### src/rtl/alu_cmd_sequencer.sv
// Command sequencer for the 16-bit ALU: queues commands, issues them, returns results.
// Define ALU_SEQ_ERRCNT_EN to add the err_count output and err_clr input.
module alu_cmd_sequencer #(
   parameter int DEPTH   = 4,
   parameter int ALU_LAT = 1
) (
   input  logic        clk,
   input  logic        reset,
   input  logic        cmd_valid,
   output logic        cmd_ready,
   input  logic [3:0]  cmd_op,
   input  logic [15:0] cmd_a,
   input  logic [15:0] cmd_b,
   input  logic        cmd_sub,
   output logic [3:0]  alu_op,
   output logic [15:0] alu_a,
   output logic [15:0] alu_b,
   output logic [15:0] alu_mode,
   input  logic [15:0] alu_result,
   input  logic        alu_err,
   output logic        rsp_valid,
   input  logic        rsp_ready,
   output logic [15:0] rsp_data,
   output logic        rsp_err,
   output logic [3:0]  rsp_op,
   output logic        busy
`ifdef ALU_SEQ_ERRCNT_EN
   ,
   output logic [15:0] err_count,
   input  logic        err_clr
`endif
);

   localparam int AW = $clog2(DEPTH);
   localparam int LW = $clog2(ALU_LAT + 2);
   localparam logic [3:0] OP_NOP = 4'd11;
   localparam logic [3:0] OP_BAD = 4'd14;

   typedef struct packed {
      logic [3:0]  op;
      logic [15:0] a;
      logic [15:0] b;
      logic        sub;
   } cmd_t;

   typedef enum logic [1:0] {IDLE, ISSUE, WAIT, RESP} state_t;

   cmd_t          mem [DEPTH];
   cmd_t          head;
   logic [AW-1:0] wr_ptr, rd_ptr;
   logic [AW:0]   count;
   logic          full, empty, push, pop, take, sample;
   logic [LW-1:0] cnt;
   state_t        state, state_n;

   assign full      = (count == (AW+1)'(DEPTH));
   assign empty     = (count == '0);
   assign cmd_ready = !full;
   assign push      = cmd_valid && !full;
   assign head      = mem[rd_ptr];
   assign rsp_valid = (state == RESP);
   assign busy      = (state != IDLE) || !empty;

   always_ff @(posedge clk) begin
      if (push) mem[wr_ptr] <= '{cmd_op, cmd_a, cmd_b, cmd_sub};
   end

   always_ff @(posedge clk or negedge reset) begin
      if (!reset) begin
         wr_ptr <= '0;
         rd_ptr <= '0;
         count  <= '0;
      end else begin
         if (push) wr_ptr <= wr_ptr + 1'b1;
         if (pop)  rd_ptr <= rd_ptr + 1'b1;
         unique case ({push, pop})
            2'b10:   count <= count + 1'b1;
            2'b01:   count <= count - 1'b1;
            default: count <= count;
         endcase
      end
   end

   always_ff @(posedge clk or negedge reset) begin
      if (!reset) state <= IDLE;
      else        state <= state_n;
   end

   // A take pops the head either from IDLE or on the response handshake edge.
   always_comb begin
      state_n = state;
      take    = 1'b0;
      sample  = 1'b0;
      unique case (state)
         IDLE:  take = !empty;
         ISSUE: state_n = WAIT;
         WAIT: begin
            if (cnt == '0) begin
               sample  = 1'b1;
               state_n = RESP;
            end
         end
         RESP: begin
            if (rsp_ready) begin
               state_n = IDLE;
               take    = !empty;
            end
         end
         default: state_n = IDLE;
      endcase
      if (take) state_n = (head.op == OP_BAD) ? RESP : ISSUE;
      pop = take;
   end

   always_ff @(posedge clk or negedge reset) begin
      if (!reset) begin
         alu_op   <= OP_NOP;
         alu_a    <= '0;
         alu_b    <= '0;
         alu_mode <= '0;
         rsp_data <= '0;
         rsp_err  <= 1'b0;
         rsp_op   <= '0;
         cnt      <= '0;
      end else begin
         if (take) begin
            if (head.op == OP_BAD) begin
               rsp_data <= '0;
               rsp_err  <= 1'b1;
               rsp_op   <= OP_BAD;
            end else begin
               alu_op   <= head.op;
               alu_a    <= head.a;
               alu_b    <= head.b;
               alu_mode <= (head.op == 4'd8 && head.sub) ? 16'hFFFF : 16'h0000;
            end
         end
         if (state == ISSUE) cnt <= LW'(ALU_LAT);
         if (state == WAIT && cnt != '0) cnt <= cnt - 1'b1;
         if (sample) begin
            rsp_data <= alu_result;
            rsp_err  <= alu_err && (alu_op inside {4'd8, 4'd9, 4'd10});
            rsp_op   <= alu_op;
            alu_op   <= OP_NOP;
         end
      end
   end

`ifdef ALU_SEQ_ERRCNT_EN
   always_ff @(posedge clk or negedge reset) begin
      if (!reset)                    err_count <= '0;
      else if (err_clr)              err_count <= '0;
      else if (rsp_valid && rsp_ready && rsp_err && err_count != 16'hFFFF)
                                     err_count <= err_count + 1'b1;
   end
`endif

endmodule
### config.mk
export PLATFORM = sky130hd
export DESIGN_NAME = alu_cmd_sequencer
export DESIGN_NICKNAME = d
export VERILOG_FILES = /design/src/rtl/alu_cmd_sequencer.sv
export SDC_FILE = /design/constraint.sdc
export NUM_CORES = 1
export LEC_CHECK = 0
export ABC_CLOCK_PERIOD_IN_PS = 6300
export BUFFER_PORTS_ARGS = -buffer_cell sky130_fd_sc_hd__buf_2
export CAP_MARGIN = 25
export CORE_MARGIN = 1.5
export CORE_UTILIZATION = 40
export DETAILED_ROUTE_END_ITERATION = 7
export GPL_TIMING_DRIVEN = 1
export PLACE_DENSITY_LB_ADDON = 0.08
export SLEW_MARGIN = 25
export SYNTH_ARGS = -nofsm -noshare
export SYNTH_HDL_FRONTEND = slang
export SYNTH_SLANG_ARGS = --single-unit
### constraint.sdc
create_clock -name clk -period 6.3 [get_ports clk]
set_input_delay 1.26 -clock clk [delete_from_list [all_inputs] [get_ports clk]]
set_output_delay 1.26 -clock clk [all_outputs]
set_load 0.01 [all_outputs]
# Word-level counts from Yosys, hierarchy flattened
# Memory sizes are Yosys's and may differ from the RTL's.
# Index checks and enable logic that the tools add are counted.
[word_totals]
reg_bits = 84
mem_bits_rw = 148
in_bits = 58
word_cells = 82
n_memories = 1
[op_classes]
n_addsub = 5
n_eq_ne = 14
mux = 27
bitwise = 1
n_reduce_logical = 22
[memory_table]
columns = ["memory", "words", "width", "read_ports", "rd_ports_with_merged_regs", "write_ports", "line_no", "text"]
rows = [
  ["mem", 4, 37, 1, 0, 1, "48", "cmd_t mem [DEPTH];"],
]
[ops]
columns = ["cell", "count"]
rows = [
  ["$mux W16", 4],
  ["$mux W4", 6],
  ["$eq A4 B4 Y1 const B", 5],
  ["$mux W2", 6],
  ["$reduce_bool A2 Y1", 6],
  ["$mux W1", 8],
  ["$eq A2 B2 Y1 const B", 3],
  ["$pmux W2 S3", 1],
  ["$pmux W3 S2", 1],
  ["$reduce_and A2 Y1", 3],
  ["$add A2 B1 Y2 const B", 2],
  ["$eq A2 B1 Y1 const B", 2],
  ["$logic_and A1 B1 Y1", 4],
  ["$logic_not A2 Y1", 2],
  ["$reduce_bool A4 Y1", 1],
  ["$add A3 B1 Y3 const B", 1],
  ["$eq A3 B3 Y1 const B", 1],
  ["$logic_not A3 Y1", 1],
  ["$ne A3 B1 Y1 const B", 1],
  ["$ne A3 B3 Y1 const B", 1],
  ["$reduce_and A3 Y1", 1],
  ["$reduce_bool A3 Y1", 1],
  ["$sub A3 B1 Y3 const B", 1],
  ["$logic_not A1 Y1", 2],
  ["other kinds (5)", 5],
]

# Depth between registers and ports, before layout
# Gate-level depths: netlist of run 1.
[depth]
ltp_word = 6
depth_mapped = 11
ltp_nobuf = 10

# Worst setup path before layout of run 1
# No wires, ideal clock.
[synth_timing]
kind = "input-to-reg"
from = "input rsp_ready"
to = "register count[1]"
setup_time_ps = 125
t_arrival_ps = 2780
setup_slack_ps = 3395
stages = 7
n_path_buf = 1
cell_sequence = "a21oi_1 or3_1 buf_2 inv_2 ha_1 fa_1 mux2_2"
[synth_via]
elab_chain_len = 4
word_cells_on_any_way = 6
cone_classes = "2 x eq/ne; 3 x mux; 1 x reduce/logical"
[synth_rtl]
columns = ["element", "line_no", "text"]
rows = [
  ["start, declared", "22", "input logic rsp_ready,"],
  ["$mux W1 *", "104", "if (rsp_ready) begin"],
  ["$pmux W1 S2 *", "94", "unique case (state)"],
  ["via pop", "52", "logic full, empty, push, pop, take, sample;"],
  ["$eq A2 B1 Y1 / $eq A2 B2 Y1 (equally long branches)", "76", "unique case ({push, pop})"],
  ["$pmux W3 S2 / $reduce_bool A2 Y1 (equally long branches)", "--", ""],
  ["end signal, assigned", "77", "2'b10: count <= count + 1'b1;"],
  ["end signal, assigned", "78", "2'b01: count <= count - 1'b1;"],
  ["end signal, assigned", "79", "default: count <= count;"],
  ["end, declared", "51", "logic [AW:0] count;"],
]
# Mark *: on every way through the listed nets, which the timed path passes. The rest lies on a longest branch.
# A chain may end at the register's enable or synchronous reset.

# Worst setup path after layout of run 1
[layout_timing]
from = "register rd_ptr[0]"
to = "register alu_b[3]"
[layout_via]
elab_chain_len = 4
[layout_rtl]
columns = ["element", "line_no", "text"]
rows = [
  ["start, declared", "50", "logic [AW-1:0] wr_ptr, rd_ptr;"],
  ["start signal, assigned", "75", "if (pop) rd_ptr <= rd_ptr + 1'b1;"],
  ["$mem_v2 Z4 W37 *", "--", ""],
  ["$eq A4 B4 Y1", "127", "if (head.op == OP_BAD) begin"],
  ["$not A1 Y1 (no line)", "--", ""],
  ["$reduce_and A2 Y1 (no line)", "--", ""],
  ["end signal, assigned", "134", "alu_b <= head.b;"],
  ["end, declared", "17", "output logic [15:0] alu_b,"],
]
# Every way passes the cells marked *; elsewhere a longest branch is shown, timed or not.

==> impl_summary.txt, run 1 <==
----------------------------------------------------
[Critical path]
  Type of the worst setup path ... reg -> reg
  CP max FO ... 34
  Required @ worst endpoint ... 6.69 ns
  CP max stage delay ... 0.62 ns
  Crit path DAT ... 3.59 ns
  Critical Path Sink Type ... flop
  Ordered cell list for the critical path ... buf_4 -> mux4_2 -> nand2b_4 -> o21ai_4 -> buf_4 -> mux2_2
  Worst-path cell with the longest stage delay ... mux4_2
  Most common cell on crit path ... buf_4
  Type of origin of the critical path ... flop

[STA]
  Fin Setup TNS ... 0 ns
  Worst hold slack after final layout ... 0.4901 ns
  Rel. slew slack ... 41.08%
  Final Skew ... 0.01337 ns
  Final-report hold violation count ... 0
  Final worst path period share ... 50.85%
  Unrepaired setup endpoints after global routing ... no
  Transition time at the pin with the least slew margin ... 0.8838 ns
  Highest achievable clock rate ... 312.2 MHz
  Count of endpoints failing setup in the final report ... 0
  Worst path setup slack after routing ... 3.097 ns
  Time the worst path needs with I/O delays and setup ... 3.203 ns
  Max Transition Viols Final ... 0

[Placement]
  Count of placed standard cells including taps ... 834
  Placement-stage worst setup slack ... 3.000 ns
  DP Wirelength ... 9.262 mm
  Placed inst area ... 9366 µm²
  Final weighted congestion in routability-driven placement ... 0.7346
  Port bufs ... 133

[Synth]
  EDFF count, synth ... 148
  Post-synthesis average cell area ... 18.72 µm²
  Synthesized netlist net count ... 526
  Flop and latch count out of synthesis ... 217
  Cell Area, Synth ... 8557 µm²
  Cell type contributing the most total cell area after synthesis ... edfxtp_1
  Library cells used by synthesis ... 45
  Top cell type's share of synthesized area ... 51.94%
  FFs w/ async S/R, synth ... 31.80%
  Most repeated cell in the gate-level netlist after synthesis ... edfxtp_1
  Number of instances in the synthesized netlist ... 457
  Seq/Total Area, Yosys ... 72.16%
  Biggest area contributors in the synthesized netlist ... edfxtp_1 (52%), dfrtp_1 (19%), mux4_2 (9.5%)
  Ranking of synthesized cells by instance count ... edfxtp_1 (148), dfrtp_1 (66), nand2_1 (40), mux4_2 (36), mux2_4 (29)
  Predominant post-synthesis flop cell ... edfxtp_1
  Yosys synthesis warning count ... 0

[GRT]
  Initial antenna violation count ... 2
  Pin count of the biggest net entering global routing ... 70
  Global-route wire length before repair ... 25.42 mm
  Global-route congestion overflow total ... 0
  Global router's overall resource usage ... 15.11%
  Number of global-route vias before repair ... 4491

[Clocking]
  Number of hold buffers added after cts ... 0
  Root Buffer ... clkbuf_16
  CTS tree ... yes
  Number of setup buffers added after CTS ... 0
  Clock slew at the register clock pins of the worst setup and hold paths ... 0.06 ns
  Insertion delay to the later sink of the worst-skew pair ... 0.51 ns
  Htree depth ... 1
  Maximum buffer depth of the clock tree ... 3
  Number of sinks handled by clock tree synthesis ... 217
  Num CTS Buffers ... 24
  Number of resized instances in the post-cts repair step ... 0

[Flow run]
  Max-cap violation count ... 0

[Floorplan]
  Initial core utilization ... 40.71%
  Total I/O pin count ... 134
  Die Height ... 149.3 µm
  Site row count ... 53
  Die extent in x ... 149.3 µm
  Core area ... 21020 µm²
  Die Outline Area ... 22280 µm²

[Run status]
  Result of the run ... completed

[Power and ir drop]
  Pwr Density ... 528.1 nW/µm²
  Standby leakage power ... 4.045 nW
  Overall power consumption ... 5.394 mW
  Largest vdd supply drop ... 0.0002239 V

[Detailed routing]
  Detail-routed net length per standard cell ... 18.49 µm
  DRC violations left ... 0
  Drt via density ... 4.934
  Via count of the routed design ... 4337
  First-pass iteration count of the detailed router ... 4
  Number of DRC violations after detailed-routing iteration 0 ... 230
  Antenna Violating Nets Remaining ... 0
  Final wirelength ... 16.25 mm

[Final layout]
  Final core utilization ... 48.58%
  Final net count ... 654
  Sequential cell area ... 6180 µm²
  Area Overhead vs Synth ... 19.34%
  Area used by multi-input combinational logic ... 2118 µm²
  Share of post-route cells with drive strength above 1 ... 42.62%
  Fill cell instance count of the final layout ... 1797
  Design Area, Final ... 10210 µm²
  Count of non-filler cells in the finished layout ... 879

[Hold path]
  Hold WC Path Type ... reg -> reg

----------------------------------------------------
==> state kept, by name (all words and copies together) (netlist names) <==
signal    count
rsp_op        4
state         2
mem         148
rd_ptr        2
alu_mode      1
alu_b        16
rsp_err       1
cnt           2
alu_a        16
wr_ptr        2
count         3
alu_op        4
rsp_data     16
==> power breakdown <==
part	total [mW]	switching [mW]	internal (mW)
clock network	1.45	0.540	0.909
logic	1.70	0.832	0.869
registers	2.24	0.258	1.99
==> path summary, 6_finish.rpt <==
kind	start	end	slack (ns)	cells after the start
max	rd_ptr[0]$_DFFE_PN0P_	alu_b[3]$_DFFE_PN0P_	3.10	6
min	cnt[0]$_DFFE_PN0P_	cnt[0]$_DFFE_PN0P_	0.49	1
max reg2reg	rd_ptr[0]$_DFFE_PN0P_	alu_b[3]$_DFFE_PN0P_	3.10	6
min reg2reg	cnt[0]$_DFFE_PN0P_	cnt[0]$_DFFE_PN0P_	0.49	1
max in group asynchronous	reset	rd_ptr[1]$_DFFE_PN0P_	4.97	1
min in group asynchronous	reset	state[1]$_DFFE_PN0P_	0.79	1
==> cells in the final DEF (no fill, tap or decap), types with 2 or more instances in the layout <==
cell type  count
mux2_2         6
clkbuf_8       3
clkinv_2       3
o21ai_0       22
nor3_1         2
xnor2_1        5
dfrtp_1       64
mux2_4        29
nor2_1         9
and2_1         2
and3_4         4
nand3b_1       2
bufinv_16      3
nand2_1       40
nor2b_1        2
ha_1          10
clkbuf_1       6
edfxtp_1     148
or3_1          2
buf_2        132
dfstp_2        3
inv_1         10
clkbuf_16     26
buf_4          2
a21oi_1        7
mux4_2        36
==> critical path: cells and delay by family (launching register included) <==
kind,cells,cell delay (ns)
mux,2,1.03
simple gates,1,0.20
flops,1,0.48
compound gates,1,0.14
buf+inv,2,1.19
==> cell type report <==
type | count | share of cell area [%]
sequential | 217 | 60.51
multi-input combinational | 196 | 20.74
clock buffer | 35 | 6.996
timing repair buffer | 135 | 6.726
tap | 275 | 3.369
clock inverter | 9 | 1.225
inverter | 11 | 0.4043
antenna | 1 | 0.02450
==> metal layers <==
metal | share of wire, % | global-route usage (%)
met5 | 0.043 | 0
met2 | 48 | 25.12
met3 | 6.3 | 3.242
met4 | 1.9 | 4.455
met1 | 43 | 20.04
==> logic make-up (layout without fill, tap and decap cells) <==
family,Yosys count,after routing,synth area share (%)
compound gates,37,37,2.544
xor+xnor,6,6,0.6141
fa+ha+maj,11,11,1.696
buf+inv,44,190,3.319
flops,217,217,72.16
mux,73,73,15.78
other cells,0,1,0
simple gates,69,69,3.889
Power figures use the tool's default switching activity.
==> run 2: changes to the inputs <==
Settings changed: ABC_CLOCK_PERIOD_IN_PS 6300 to 2600.
Clock period 6.3 ns to 2.6 ns, I/O delays scaled along.
==> run 2 against run 1 <==
Compared with the run above: die area stayed put; non-clock buffer count up 14; sequential cell count did not move; routed wire length is 2.5% higher; sequential share of layout area fell by 0.14 points; register-to-register slack got worse by 2.9 ns; combinational power increased to 2.6 times the previous value; critical endpoint unchanged; largest cell class unchanged; largest power group unchanged.
==> impl_summary.txt, run 2 (synthesized netlist as in run 1, its figures left out) <==
----------------------------------------------------
[STA]
  Highest achievable clock rate ... 423.6 MHz
  Unrepaired setup endpoints after global routing ... no
  Final Skew ... 0.01284 ns
  Final-report hold violation count ... 0
  Time the worst path needs with I/O delays and setup ... 2.361 ns
  Count of endpoints failing setup in the final report ... 0
  Final worst path period share ... 90.81%
  Rel. slew slack ... 51.15%
  Transition time at the pin with the least slew margin ... 0.7310 ns
  Max Transition Viols Final ... 0
  Fin Setup TNS ... 0 ns

[Detailed routing]
  Drt via density ... 4.949
  Detail-routed net length per standard cell ... 18.70 µm
  First-pass iteration count of the detailed router ... 5
  Final wirelength ... 16.67 mm
  Antenna Violating Nets Remaining ... 0
  Via count of the routed design ... 4410
  Number of DRC violations after detailed-routing iteration 0 ... 145
  DRC violations left ... 0

[Critical path]
  Required @ worst endpoint ... 2.99 ns
  Crit path DAT ... 2.75 ns
  Type of the worst setup path ... reg -> reg
  Critical Path Sink Type ... flop
  Setup slack on the worst flop-to-flop path ... 0.24 ns
  Type of origin of the critical path ... flop
  CP max FO ... 22

[Clocking]
  Maximum buffer depth of the clock tree ... 3
  Number of sinks handled by clock tree synthesis ... 217
  Number of setup buffers added after CTS ... 0
  Htree depth ... 1
  Number of resized instances in the post-cts repair step ... 0
  Number of hold buffers added after cts ... 0
  Clock slew at the register clock pins of the worst setup and hold paths ... 0.06 ns
  Insertion delay to the later sink of the worst-skew pair ... 0.51 ns
  Num CTS Buffers ... 23
  CTS tree ... yes
  Root Buffer ... clkbuf_16

[Floorplan]
  Die Height ... 149.3 µm
  Die extent in x ... 149.3 µm
  Die Outline Area ... 22280 µm²
  Core area ... 21020 µm²
  Total I/O pin count ... 134
  Initial core utilization ... 40.71%
  Site row count ... 53

[Final layout]
  Area Overhead vs Synth ... 19.56%
  Fill cell instance count of the final layout ... 1787
  Sequential cell area ... 6177 µm²
  Area used by multi-input combinational logic ... 2103 µm²
  Flip-flop count of the largest register after layout ... 148
  Highest-count cells in the layout ignoring fill and taps ... edfxtp_1 (148), buf_2 (132), dfrtp_1 (64)
  Share of post-route cells with drive strength above 1 ... 43.09%
  Design Area, Final ... 10230 µm²
  Largest Register ... mem
  Final net count ... 667
  Leading cell type in the layout, fill and taps excluded ... edfxtp_1

[Placement]
  DP Wirelength ... 10.05 mm
  Final weighted congestion in routability-driven placement ... 0.7158
  Port bufs ... 133
  Placed inst area ... 9517 µm²

[GRT]
  Global-route congestion overflow total ... 0
  Global router's overall resource usage ... 15.27%
  Number of global-route vias before repair ... 4469
  Pin count of the biggest net entering global routing ... 38
  Global-route wire length before repair ... 25.52 mm
  Initial antenna violation count ... 2

[Power and ir drop]
  Pwr Density ... 1253 nW/µm²
  Standby leakage power ... 4.077 nW
  Reg power frac ... 41.3%
  Switching part of the total ... 30.88%
  Power share of the combinational group ... 34.7%
  Clk network pwr share ... 24.0%
  Switching power ... 3.958 mW
  Cell Int Power ... 8.858 mW
  Largest vdd supply drop ... 0.0006578 V

[Hold path]
  Hold WC Path Type ... in -> async

[Run status]
  Result of the run ... completed

[Flow run]
  Max-cap violation count ... 0

----------------------------------------------------
[run 2: changes by cell type in the layout (fill, tap and decap cells not counted), moves of 2 or more]
cell	delta
buf_4	+10
buf_12	+5
and3_2	+4
and3_4	-4
clkinv_1	+4
clkbuf_16	-3
bufinv_16	-2
[run 2: worst max-delay path, cell delays in order, from the launching register on]
cell	delay, ns
dfrtp_2	0.47
mux4_2	0.56
nand2b_4	0.20
o21ai_4	0.18
buf_4	0.45
mux2_2	0.39
[run 2: layout make-up]
| type | instances | share of cell area, % |
|---|---|---|
| inverters | 11 | 0.4036 |
| well taps | 275 | 3.363 |
| clock buffers | 32 | 6.249 |
| diodes | 1 | 0.02446 |
| clock inverters | 10 | 0.7093 |
| multi-input cells | 196 | 20.56 |
| flip-flops and latches | 217 | 60.38 |
| repair buffers | 149 | 8.316 |
[run 2: path summary, 6_finish.rpt]
path,startpoint,endpoint,cells after the start
setup / recovery,rd_ptr[0]$_DFFE_PN0P_,alu_b[3]$_DFFE_PN0P_,5
hold / removal,reset,alu_b[2]$_DFFE_PN0P_,1
setup reg to reg,rd_ptr[0]$_DFFE_PN0P_,alu_b[3]$_DFFE_PN0P_,5
hold reg to reg,cnt[0]$_DFFE_PN0P_,cnt[0]$_DFFE_PN0P_,1
max in group asynchronous,reset,alu_op[0]$_DFFE_PN1P_,2
min in group clk,cmd_b[10],mem[1][11]$_DFFE_PP_,1
[run 2: per-stage QoR]
stage	hold WS, ns	power, mW	utilization (%)	instances	setup WS (ns)
global route	0.03338	13.61	48.66	890	0.1072
CTS	0.02295	13.06	48.66	890	0.2035
global placement	0.4596	9.828	45.27	848	0.2716
detailed placement	0.4781	9.933	45.27	848	0.2143
finish	0.003994	12.82	48.67	891	0.2390
floorplan	0.2244	8.593	-	457	0.2339
[run 2: power by group through the flow]
stage / Combinational [mW] / Clock [mW] / Sequential (mW)
after detailed placement: 4.56 / 0 / 5.37
after global placement: 4.49 / 0 / 5.33
after floorplan: 3.13 / 0 / 5.46
after global routing: 4.87 / 3.32 / 5.42
final: 4.44 / 3.08 / 5.30
after CTS: 4.57 / 3.18 / 5.32
[run 2: routing by layer]
layer  vias to the layer above  wire (µm)  track usage (%)  part of all wire, %
li1                       1999          -                -                    -
met1                      2253       7205            19.82                   43
met2                       132       8183            25.95                   49
met3                        26       1010            3.853                  6.1
met4                         0        266            3.317                  1.6
met5                         -          0                0                    0
==> run 3: changes to the inputs <==
Settings changed: PLACE_DENSITY set to 0.58, PLACE_DENSITY_LB_ADDON 0.08 to not set.
==> run 3 against run 2 <==
Compared with the run above: non-clock buffer count is the same; via count is essentially flat; die area is the same; total power shrank 0.17%; combinational power is essentially flat; global-route usage shrank 0.14 points; register-to-register slack lost 0.04 ns; largest cell class unchanged.
==> impl_summary.txt, run 3 (synthesized netlist as in run 1, its figures left out) <==
----------------------------------------------------
[Run status]
  Result of the run ... completed

[Clocking]
  Insertion delay to the later sink of the worst-skew pair ... 0.51 ns
  Htree depth ... 1
  Number of sinks handled by clock tree synthesis ... 217
  CTS tree ... yes
  Maximum buffer depth of the clock tree ... 3
  Clock slew at the register clock pins of the worst setup and hold paths ... 0.06 ns
  Num CTS Buffers ... 24
  Number of resized instances in the post-cts repair step ... 0
  Root Buffer ... clkbuf_16

[Final layout]
  Largest Register ... mem
  Area used by multi-input combinational logic ... 2103 µm²
  Area Overhead vs Synth ... 19.70%
  Leading cell type in the layout, fill and taps excluded ... edfxtp_1
  Share of post-route cells with drive strength above 1 ... 42.69%
  Flip-flop count of the largest register after layout ... 148
  Sequential cell area ... 6177 µm²
  Highest-count cells in the layout ignoring fill and taps ... edfxtp_1 (148), buf_2 (132), dfrtp_1 (64)
  Design Area, Final ... 10240 µm²
  Final core utilization ... 48.72%
  Final net count ... 668
  Count of non-filler cells in the finished layout ... 896
  Fill cell instance count of the final layout ... 1751

[Flow run]
  Max-cap violation count ... 0

[Critical path]
  Crit path DAT ... 2.79 ns
  Critical Path Sink Type ... flop
  Setup slack on the worst flop-to-flop path ... 0.20 ns
  Count of cells along the worst register-to-register path ... 7
  Type of the worst setup path ... reg -> reg
  Type of origin of the critical path ... flop
  CP max FO ... 7
  Required @ worst endpoint ... 2.99 ns
  End of the worst register-to-register path ... count[1]$_DFFE_PN0P_
  Critical register-to-register path startpoint ... state[0]$_DFFE_PN0P_

[Floorplan]
  Total I/O pin count ... 134
  Die extent in x ... 149.3 µm
  Initial core utilization ... 40.71%
  Core area ... 21020 µm²
  Site row count ... 53
  Die Height ... 149.3 µm
  Die Outline Area ... 22280 µm²

[Placement]
  Placement-stage worst setup slack ... 0.2113 ns
  Placed inst area ... 9509 µm²
  Count of placed standard cells including taps ... 847
  Final weighted congestion in routability-driven placement ... 0.7838
  Port bufs ... 133
  DP Wirelength ... 10.55 mm

[STA]
  Time the worst path needs with I/O delays and setup ... 2.398 ns
  Fin Setup TNS ... 0 ns
  Final-report hold violation count ... 0
  Rel. slew slack ... 52.59%
  Worst hold slack after final layout ... 0.2187 ns
  Highest achievable clock rate ... 417.0 MHz
  Final worst path period share ... 92.23%
  Max Transition Viols Final ... 0
  Worst path setup slack after routing ... 0.2020 ns
  Count of endpoints failing setup in the final report ... 0
  Transition time at the pin with the least slew margin ... 0.7094 ns
  Unrepaired setup endpoints after global routing ... no
  Final Skew ... 0.01867 ns

[Power and ir drop]
  Standby leakage power ... 4.068 nW
  Pwr Density ... 1249 nW/µm²
  Overall power consumption ... 12.79 mW
  Largest vdd supply drop ... 0.0006709 V

[GRT]
  Global-route congestion overflow total ... 0
  Global router's overall resource usage ... 15.13%
  Initial antenna violation count ... 4
  Number of global-route vias before repair ... 4649
  Global-route wire length before repair ... 25.59 mm
  Pin count of the biggest net entering global routing ... 37

[Detailed routing]
  Detail-routed net length per standard cell ... 18.43 µm
  First-pass iteration count of the detailed router ... 4
  Via count of the routed design ... 4414
  Number of DRC violations after detailed-routing iteration 0 ... 171
  Antenna Violating Nets Remaining ... 0
  Drt via density ... 4.926
  DRC violations left ... 0
  Final wirelength ... 16.52 mm

[Hold path]
  Hold WC Path Type ... in -> reg
  Hold path endpoint ... mem[0][4]$_DFFE_PP_
  Start point of the worst min-delay path ... cmd_b[3]
  Number of cells on the worst hold path ... 1

----------------------------------------------------
## run 3: cell count changes in the layout (fill, tap and decap cells not counted), sizes merged
cell         before  now
buf             149  148
bufinv            1    0
clkbuf           32   37
clkinv            8    5
clkinvlp          0    1
diode             1    5
dlygate4sd3       0    1
inv              12   11
## run 3: final cells by class
cell class	count	area share, %
Inverter	11	0.4031
Tap cell	275	3.359
Antenna cell	5	0.1222
Clock inverter	6	0.4031
Timing Repair Buffer	149	8.331
Clock buffer	37	6.536
Sequential cell	217	60.31
Multi-Input combinational cell	196	20.54
## run 3: worst max-delay path, stage by stage (launching register included)
cell and delay (ns):
dfrtp_1 0.40, inv_1 0.08, ha_1 0.32, or3_1 0.41, inv_2 0.16, ha_1 0.23, fa_1 0.42, mux2_2 0.26
## run 3: worst max-delay path by stage
stage | slack, ns | start | end
2_1_floorplan | 0.23 | state[0]$_DFFE_PN0P_ | count[1]$_DFFE_PN0P_
3_3_place_gp | 0.28 | state[0]$_DFFE_PN0P_ | count[1]$_DFFE_PN0P_
3_5_place_dp | 0.21 | state[0]$_DFFE_PN0P_ | count[1]$_DFFE_PN0P_
4_1_cts | 0.21 | state[0]$_DFFE_PN0P_ | count[1]$_DFFE_PN0P_
5_1_grt | 0.09 | state[1]$_DFFE_PN0P_ | count[1]$_DFFE_PN0P_
6_report | 0.20 | state[0]$_DFFE_PN0P_ | count[1]$_DFFE_PN0P_
## run 3: routing by layer
metal  GRT usage (%)  part of all wire, %
met3           4.465                  7.1
met1           19.66                   44
met5               0                    0
met2           24.88                   47
met4           3.960                  2.2
## run 3: report_power, final
part / switching, mW / total, mW / internal [mW] / leakage, nW
clock network: 1.26 / 3.03 / 1.77 / 0.341
logic: 2.21 / 4.45 / 2.24 / 1.55
registers: 0.508 / 5.31 / 4.80 / 2.17
total: 3.98 / 12.8 / 8.82 / 4.07
## run 3: timing repair
item,4_1_cts,5_1_grt
hold buffers,1,0
hold endpoints to repair,4,0
setup buffers,0,0
endpoints found under the setup margin,0,0
